$ cat src/rtl/sudoku_grid_writer.sv
// Serialises a latched 9x9 one-hot Sudoku grid into ASCII digits (optionally CR LF per row),
// handing one byte at a time to a UART transmitter via a ready/completed handshake.
module sudoku_grid_writer #(
    parameter int p_ROW_TERM = 1,
    parameter int p_GAP_CLKS = 0
) (
    input  logic         i_Clk,
    input  logic         i_Rst_n,
    input  logic         i_Start,
    input  logic [728:0] i_Grid,
    output logic [7:0]   o_Tx_Byte,
    output logic         o_Tx_Ready,
    input  logic         i_Tx_Completed,
    output logic         o_Busy,
    output logic         o_Done,
    output logic         o_Error
);

    typedef enum logic [2:0] {
        S_IDLE,
        S_LOAD,
        S_SEND,
        S_WAIT,
        S_GAP,
        S_DONE
    } state_t;

    localparam logic [15:0] GAP_LAST = (p_GAP_CLKS > 0) ? 16'(p_GAP_CLKS - 1) : 16'd0;
    // Column value 9 marks the terminator slot; term selects CR (0) or LF (1).
    localparam logic [3:0]  COL_TERM = 4'd9;

    state_t        state_reg, state_next;
    logic [728:0]  grid_reg, grid_next;
    logic [3:0]    row_reg, row_next;
    logic [3:0]    col_reg, col_next;
    logic          term_reg, term_next;
    logic [15:0]   gap_reg, gap_next;
    logic [7:0]    tx_byte_reg, tx_byte_next;
    logic          error_reg, error_next;

    logic [8:0]    cells [81];
    logic [80:0]   cell_multi;
    logic          any_multi;

    genvar gi;
    generate
        for (gi = 0; gi < 81; gi++) begin : g_cell
            assign cells[gi]      = grid_reg[gi*9 +: 9];
            assign cell_multi[gi] = |(cells[gi] & (cells[gi] - 9'd1));
        end
    endgenerate

    assign any_multi = |cell_multi;

    // Position following the current byte; adv_last flags that the current byte is the final one.
    logic [3:0] adv_row, adv_col;
    logic       adv_term, adv_last;

    always_comb begin
        adv_row  = row_reg;
        adv_col  = col_reg;
        adv_term = term_reg;
        adv_last = 1'b0;
        if (col_reg < 4'd8) begin
            adv_col = col_reg + 4'd1;
        end else if (col_reg == 4'd8 && p_ROW_TERM != 0) begin
            adv_col  = COL_TERM;
            adv_term = 1'b0;
        end else if (col_reg == COL_TERM && !term_reg) begin
            adv_term = 1'b1;
        end else if (row_reg == 4'd8) begin
            adv_last = 1'b1;
        end else begin
            adv_row  = row_reg + 4'd1;
            adv_col  = 4'd0;
            adv_term = 1'b0;
        end
    end

    // Byte for the position about to be sent: advanced position when leaving WAIT, stored otherwise.
    logic [3:0] sel_row, sel_col, sel_col_clamp;
    logic       sel_term;
    logic [6:0] sel_idx;
    logic [8:0] sel_cell;
    logic [7:0] sel_byte;

    always_comb begin
        sel_row       = (state_reg == S_WAIT) ? adv_row  : row_reg;
        sel_col       = (state_reg == S_WAIT) ? adv_col  : col_reg;
        sel_term      = (state_reg == S_WAIT) ? adv_term : term_reg;
        sel_col_clamp = (sel_col > 4'd8) ? 4'd8 : sel_col;
        sel_idx       = 7'(sel_row) * 7'd9 + 7'(sel_col_clamp);
        sel_cell      = cells[sel_idx];
        sel_byte      = 8'h3F;
        if (sel_cell == 9'd0) begin
            sel_byte = 8'h30;
        end else begin
            for (int k = 0; k < 9; k++) begin
                if (sel_cell == (9'd1 << k)) sel_byte = 8'h31 + 8'(k);
            end
        end
        if (sel_col == COL_TERM) sel_byte = sel_term ? 8'h0A : 8'h0D;
    end

    always_comb begin
        state_next   = state_reg;
        grid_next    = grid_reg;
        row_next     = row_reg;
        col_next     = col_reg;
        term_next    = term_reg;
        gap_next     = gap_reg;
        tx_byte_next = tx_byte_reg;
        error_next   = error_reg;
        case (state_reg)
            S_IDLE: begin
                if (i_Start) begin
                    grid_next  = i_Grid;
                    error_next = 1'b0;
                    row_next   = 4'd0;
                    col_next   = 4'd0;
                    term_next  = 1'b0;
                    state_next = S_LOAD;
                end
            end
            S_LOAD: begin
                error_next   = any_multi;
                tx_byte_next = sel_byte;
                state_next   = S_SEND;
            end
            S_SEND: state_next = S_WAIT;
            S_WAIT: begin
                if (i_Tx_Completed) begin
                    if (adv_last) begin
                        state_next = S_DONE;
                    end else begin
                        row_next  = adv_row;
                        col_next  = adv_col;
                        term_next = adv_term;
                        if (p_GAP_CLKS > 0) begin
                            gap_next   = 16'd0;
                            state_next = S_GAP;
                        end else begin
                            tx_byte_next = sel_byte;
                            state_next   = S_SEND;
                        end
                    end
                end
            end
            S_GAP: begin
                if (gap_reg == GAP_LAST) begin
                    tx_byte_next = sel_byte;
                    state_next   = S_SEND;
                end else begin
                    gap_next = gap_reg + 16'd1;
                end
            end
            S_DONE:  state_next = S_IDLE;
            default: state_next = S_IDLE;
        endcase
    end

    always_ff @(posedge i_Clk or negedge i_Rst_n) begin
        if (!i_Rst_n) begin
            state_reg   <= S_IDLE;
            grid_reg    <= '0;
            row_reg     <= 4'd0;
            col_reg     <= 4'd0;
            term_reg    <= 1'b0;
            gap_reg     <= 16'd0;
            tx_byte_reg <= 8'h00;
            error_reg   <= 1'b0;
        end else begin
            state_reg   <= state_next;
            grid_reg    <= grid_next;
            row_reg     <= row_next;
            col_reg     <= col_next;
            term_reg    <= term_next;
            gap_reg     <= gap_next;
            tx_byte_reg <= tx_byte_next;
            error_reg   <= error_next;
        end
    end

    assign o_Tx_Byte  = tx_byte_reg;
    assign o_Tx_Ready = (state_reg == S_SEND);
    assign o_Busy     = (state_reg == S_LOAD) || (state_reg == S_SEND) ||
                        (state_reg == S_WAIT) || (state_reg == S_GAP);
    assign o_Done     = (state_reg == S_DONE);
    // Error shows during LOAD itself, before the sticky flag is written.
    assign o_Error    = error_reg | ((state_reg == S_LOAD) & any_multi);

endmodule

$ cat config.mk
export PLATFORM = sky130hd
export DESIGN_NAME = sudoku_grid_writer
export DESIGN_NICKNAME = d
export VERILOG_FILES = /design/src/rtl/sudoku_grid_writer.sv
export SDC_FILE = /design/constraint.sdc
export NUM_CORES = 2
export LEC_CHECK = 0
export CORE_UTILIZATION = 27
export DETAILED_ROUTE_END_ITERATION = 16
export HOLD_SLACK_MARGIN = 0.1
export PLACE_DENSITY = 0.54
export SLEW_MARGIN = 0
export SYNTH_ARGS = -nofsm -noshare
export SYNTH_HDL_FRONTEND = slang
export SYNTH_SLANG_ARGS = --single-unit
$ cat constraint.sdc
create_clock -name i_Clk -period 9.95 [get_ports i_Clk]
set_clock_uncertainty 0.1 [all_clocks]
set_input_delay 0.995 -clock i_Clk [delete_from_list [all_inputs] [get_ports i_Clk]]
set_output_delay 0.995 -clock i_Clk [all_outputs]
set_load 0.01 [all_outputs]
# After elaboration in Yosys (flattened, before gate mapping)
# Cells that the tools add are included.
[classes]
n_eq_ne = 22
bitwise = 85
multipliers = 1
reduce_logical = 18
n_mux = 56
addsub = 85
magnitude_cmp = 3
[ops]
columns = ["op", "n"]
rows = [
  ["9-bit AND", 81],
  ["729-bit OR reduction", 1],
  ["9-bit by 1-bit subtractor with 9-bit output, second input constant", 81],
  ["8-bit two-way mux", 13],
  ["4-bit two-way mux", 17],
  ["9-bit binary-select mux with 7-bit select", 1],
  ["8-bit case mux with 3 select lines", 1],
  ["9-bit two-way mux", 2],
  ["16-bit by 1-bit adder with 16-bit output, second input constant", 1],
  ["4-bit == test, second input constant", 4],
  ["16-bit zero test", 1],
  ["4-bit case mux with 2 select lines", 2],
  ["3-bit two-way mux", 5],
  ["3-bit case mux with 5 select lines", 1],
  ["1-bit two-way mux", 12],
  ["9-bit by 1-bit == test with 1-bit output, second input constant", 1],
  ["9-bit by 2-bit == test with 1-bit output, second input constant", 1],
  ["9-bit by 3-bit == test with 1-bit output, second input constant", 1],
  ["9-bit by 4-bit == test with 1-bit output, second input constant", 1],
  ["9-bit by 5-bit == test with 1-bit output, second input constant", 1],
  ["9-bit by 6-bit == test with 1-bit output, second input constant", 1],
  ["9-bit by 7-bit == test with 1-bit output, second input constant", 1],
  ["9-bit by 8-bit == test with 1-bit output, second input constant", 1],
  ["9-bit == test, second input constant", 1],
  ["25 further kinds", 38],
]
[totals]
register_bits = 766
out_inout_bits = 12
word_cells = 278
in_bits = 733

# Longest topological paths before layout
[depth]
ltp_word = 28
ltp_mapped = 27
ltp_nobuf = 24

# Worst setup path before layout
# OpenSTA, ideal clock, no wires.
[synth_path]
kind = "register to register"
from = "reg row_reg[0]"
to = "reg tx_byte_reg[0] (netlist: o_Tx_Byte[0])"
stages_incl_launch_ff = 26
t_required_ns = 9.783
synth_period_minus_slack_ns = 5.169
arrival_ns = 5.002
slack_ns = 4.781
setup_ns = 0.067
path_buffers = 1
cell_sequence = "dfrtp_1 inv_1 ha_1 nand2_1 nor2_1 nor2_1 nand2_1 nor2_1 nor2_1 nor2_1 ha_1 ha_1 inv_1 fa_1 xnor2_2 buf_2 mux4_2 mux2i_1 nand2_1 nand4_1 a41oi_1 nor3_1 nand2_1 or4_1 a21oi_1 o31a_1"
[synth_via]
elab_chain_cells = 27
word_cells_on_any_way = 56
classes_between = "add/sub: 2; mul: 1; order compare: 1; eq/ne: 11; mux: 38; bitwise: 1; reduce/logical: 2"
[synth_rtl]
columns = ["element", "line_no", "source"]
rows = [
  ["start, declared", "34", "logic [3:0] row_reg, row_next;"],
  ["start signal, assigned", "175", "row_reg <= row_next;"],
  ["branches (longest 27 deep; another with 4-bit by 4-bit multiplier with 7-bit output)", "n/a", ""],
  ["end signal, assigned", "179", "tx_byte_reg <= tx_byte_next;"],
  ["end, declared", "38", "logic [7:0] tx_byte_reg, tx_byte_next;"],
]
# Parallel ways; which one is timed is not known. The select of a mux whose other input is x is not followed.
# A chain may end at the register's enable or synchronous reset.

# Worst setup path after layout
[layout_path]
from = "reg state_reg[2]"
to = "reg tx_byte_reg[3] (netlist: o_Tx_Byte[3])"
[layout_via]
elab_chain_cells = 24
word_cells_on_any_way = 44
classes_between = "add/sub: 1; mul: 1; order compare: 1; eq/ne: 16; mux: 21; bitwise: 1; reduce/logical: 3"
[layout_rtl]
columns = ["element", "line_no", "source"]
rows = [
  ["start, declared", "32", "state_t state_reg, state_next;"],
  ["start signal, assigned", "173", "state_reg <= state_next;"],
  ["branches (longest 24 deep; another with 4-bit by 4-bit multiplier with 7-bit output)", "n/a", ""],
]
# Parallel ways; which one is timed is not known. The select of a mux whose other input is x is not followed.

==> results.ini <==
[outcome]
outcome=complete, no violations

[detailed_routing]
detail-route-antenna-nets=0
routed_wl_mm=269.1
vias_per_cell=5.998
drc=0
drt-pass1-iter-count=6
num_vias=36500
drtIter0Drc=4646
wl_per_cell_um=44.22

[clock_tree]
holdBufCountCts=0
cts_buffer_depth=3
cts_sinks=763
cts.repair.resized=0
tritoncts=yes
cts_setup_buffers=0
root_buffer=clkbuf_16
htreeDepth=3
clk_pin_slew_ns=0.06
clk_latency_ns=0.73
cts-buffers-inserted=85

[critical_path]
required_ns=10.47
cp-start-kind=flop
critPathCaptureType=flop
cp.arrival_ns=8.13
crit_fanout=16
critPathKind=flop to flop

[synthesis]
synth_cell_type_count=86
ys.flop_type=dfrtp_1
synth_cells=3255
yosysSeqAreaShare_pct=46.34
synth-seq-cells=763
synth_area_leaders=dfrtp_1, mux2_2, mux4_2, o21ai_0, nand4_1
synth_top_area_share_pct=46.34
synth_edf_count=0
yosysWarnings=0
avgSynthCellArea_um2=12.66
synth_area_mm2=0.04120
async_flop_share_pct=100.0
yosys.area.top_type=dfrtp_1

[timing]
slew_viol_final=0
min_period_over_period_pct=76.40
fin_ws_ns=2.348
fmax_mhz=131.5
period_minus_slack_ns=7.602
tns_ns=0
slew_headroom_pct=7.110
setup_viol=0
rsz0062_at_grt=no
hold_viol_final=0
tightestPinTransition_ns=1.379

[floorplanning]
start_util_pct=27.34
placementRows=142
die_x_um=392.6
pin_count=745
chipHeight_um=392.6
coreArea_mm2=0.1507
die-area_mm2=0.1542

[pwr]
peakVddDrop_v=0.0003450
swShare_pct=50.86
combPwrFrac_pct=47.7
p_per_area_mw_per_mm2=418.3
seq_power_share_pct=37.6
switching_power_mw=11.49
clockPowerShare_pct=14.7
internal_power_mw=11.10
leakage_nw=20.53

[grt]
grt_max_degree=189
grt_pass1_vias=35580
overflow=0
grt_usage_pct=34.33
grt_antenna_before_repair=36
grt_pass1_wl_mm=347.3

[final_layout]
fill_cells=14960
final_core_util_pct=35.84
drive_gt1_share_pct=28.41
syn_to_final_growth_pct=31.07
stdcell_count=6085
nets=4744
largest_reg_flops=729

[placement]
dpl_worst_slack_ns=2.544
numPortBuffers=742
place_inst=5921
dp_hpwl_mm=226.4
gp_congestion=1.057

[flow_run]
cap_violations=0

[worst_hold_path]
hp-class=input pin to asynchronous set/reset pin

## path summary, 6_finish.rpt
check | startpoint | end | slack (ns) | cells after the start
hold / removal | i_Rst_n | grid_reg[285] | 0.23 | 1
setup reg to reg | state_reg[2] | o_Tx_Byte[3] | 2.35 | 20
max in group asynchronous | i_Rst_n | grid_reg[53] | 7.29 | 3
setup / recovery | state_reg[2] | o_Tx_Byte[3] | 2.35 | 20
hold reg to reg | gap_reg[15] | gap_reg[15] | 0.36 | 1
min in group i_Clk | gap_reg[15] | gap_reg[15] | 0.36 | 1
## synthesized netlist by cell type, drive strengths merged, types with 5 or more instances
cell	number
dfrtp	763
mux2	729
o21ai	215
mux4	180
nand2	178
nand4	117
clkbuf	96
or4	88
o31ai	86
a22oi	71
buf	67
nor2	64
mux2i	62
or3	59
nand3	58
o22ai	51
nor4	40
a21oi	37
a221oi	32
nor3	30
a22o	22
inv	22
xnor2	20
ha	18
o32ai	12
or2	10
o31a	9
a2111oi	8
a31oi	8
nor2b	7
o2111ai	7
a222oi	6
and3	6
o21a	6
a41oi	5
o221ai	5
## power by group through the flow
stage	Sequential [mW]	Combinational (mW)	Clock, mW
final	8.49	10.8	3.33
after global routing	8.38	10.9	3.53
after CTS	8.24	10.4	3.40
after detailed placement	8.28	10.3	0
after global placement	8.26	10.4	0
after floorplan	5.84	6.14	0
## per-layer routing
layer  part of all wire (%)  vias up  routed length, µm  track usage, %
met4                    6.1       26              16460           17.46
met5                  0.079        -                213               0
met3                    8.4      585              22580           8.635
met2                     46     2257             122500           54.21
li1                       -    14400                  -               -
met1                     40    19230             107400           43.35
## cell usage in the layout, fill, tap and decap left out, drive strengths merged, types with 7 or more instances in the layout
master / synthesis / routed
nor4: 40 / 40
bufinv: 0 / 9
a21oi: 37 / 37
mux4: 180 / 180
ha: 18 / 18
nor2b: 7 / 7
dfrtp: 763 / 763
o31a: 9 / 9
a2111oi: 8 / 8
or4: 88 / 88
o22ai: 51 / 51
nand3: 58 / 58
o32ai: 12 / 12
inv: 22 / 29
nor3: 30 / 30
a221oi: 32 / 32
clkdlybuf4s50: 0 / 741
a22oi: 71 / 71
clkinv: 1 / 17
mux2: 729 / 729
mux2i: 62 / 62
buf: 67 / 71
o31ai: 86 / 86
a31oi: 8 / 8
a22o: 22 / 22
or3: 59 / 59
nand2: 178 / 178
nand4: 117 / 117
nor2: 64 / 64
clkbuf: 96 / 119
o21ai: 215 / 215
o2111ai: 7 / 7
or2: 10 / 10
diode: 0 / 10
xnor2: 20 / 20
## through the flow
step | instance area, µm² | power (mW) | hold WS (ns)
floorplan | 41200 | 11.98 | 0.3426
global placement | 51050 | 18.65 | 0.3589
finish | 54000 | 22.59 | 0.2279
global route | 53980 | 22.77 | 0.2746
CTS | 53970 | 22.03 | 0.2423
detailed placement | 51050 | 18.63 | 0.3647
## worst max-delay path, cell delays in order, from the launching register on
cell and delay, ns:
dfrtp_1 0.53, and2b_2 0.31, nand2_1 0.30, o31a_1 0.46, or2_2 0.31, ha_1 0.28, ha_1 0.30, ha_1 0.48
a21oi_2 0.32, nand3b_1 0.31, nand2_1 0.77, buf_4 0.34, a2111oi_0 0.10, buf_4 0.19, a311o_1 0.26, o32ai_1 0.82
a21oi_1 0.32, maj3_1 0.39, nor4b_1 0.15, o311a_1 0.36, a21oi_1 0.11
## cells by family after synthesis
| kind of cell | after synthesis | synth area share [%] |
|---|---|---|
| simple gates | 675 | 8.941 |
| fa+ha+maj | 21 | 0.6439 |
| flops | 763 | 46.34 |
| other cells | 1 | 0.009102 |
| buf+inv | 186 | 2.278 |
| xor+xnor | 24 | 0.5649 |
| mux | 971 | 31.28 |
| compound gates | 614 | 9.937 |
## final cells by class
class | count | area [µm²] | area share, %
multi-input cells | 2307 | 21250 | 39.35
flip-flops and latches | 763 | 19090 | 35.36
repair buffers | 812 | 8095 | 14.99
well taps | 2016 | 2522 | 4.671
clock buffers | 119 | 2477 | 4.588
clock inverters | 35 | 449.2 | 0.8318
inverters | 23 | 86.33 | 0.1599
diodes | 10 | 25.02 | 0.04634
Power figures use the tool's default switching activity.
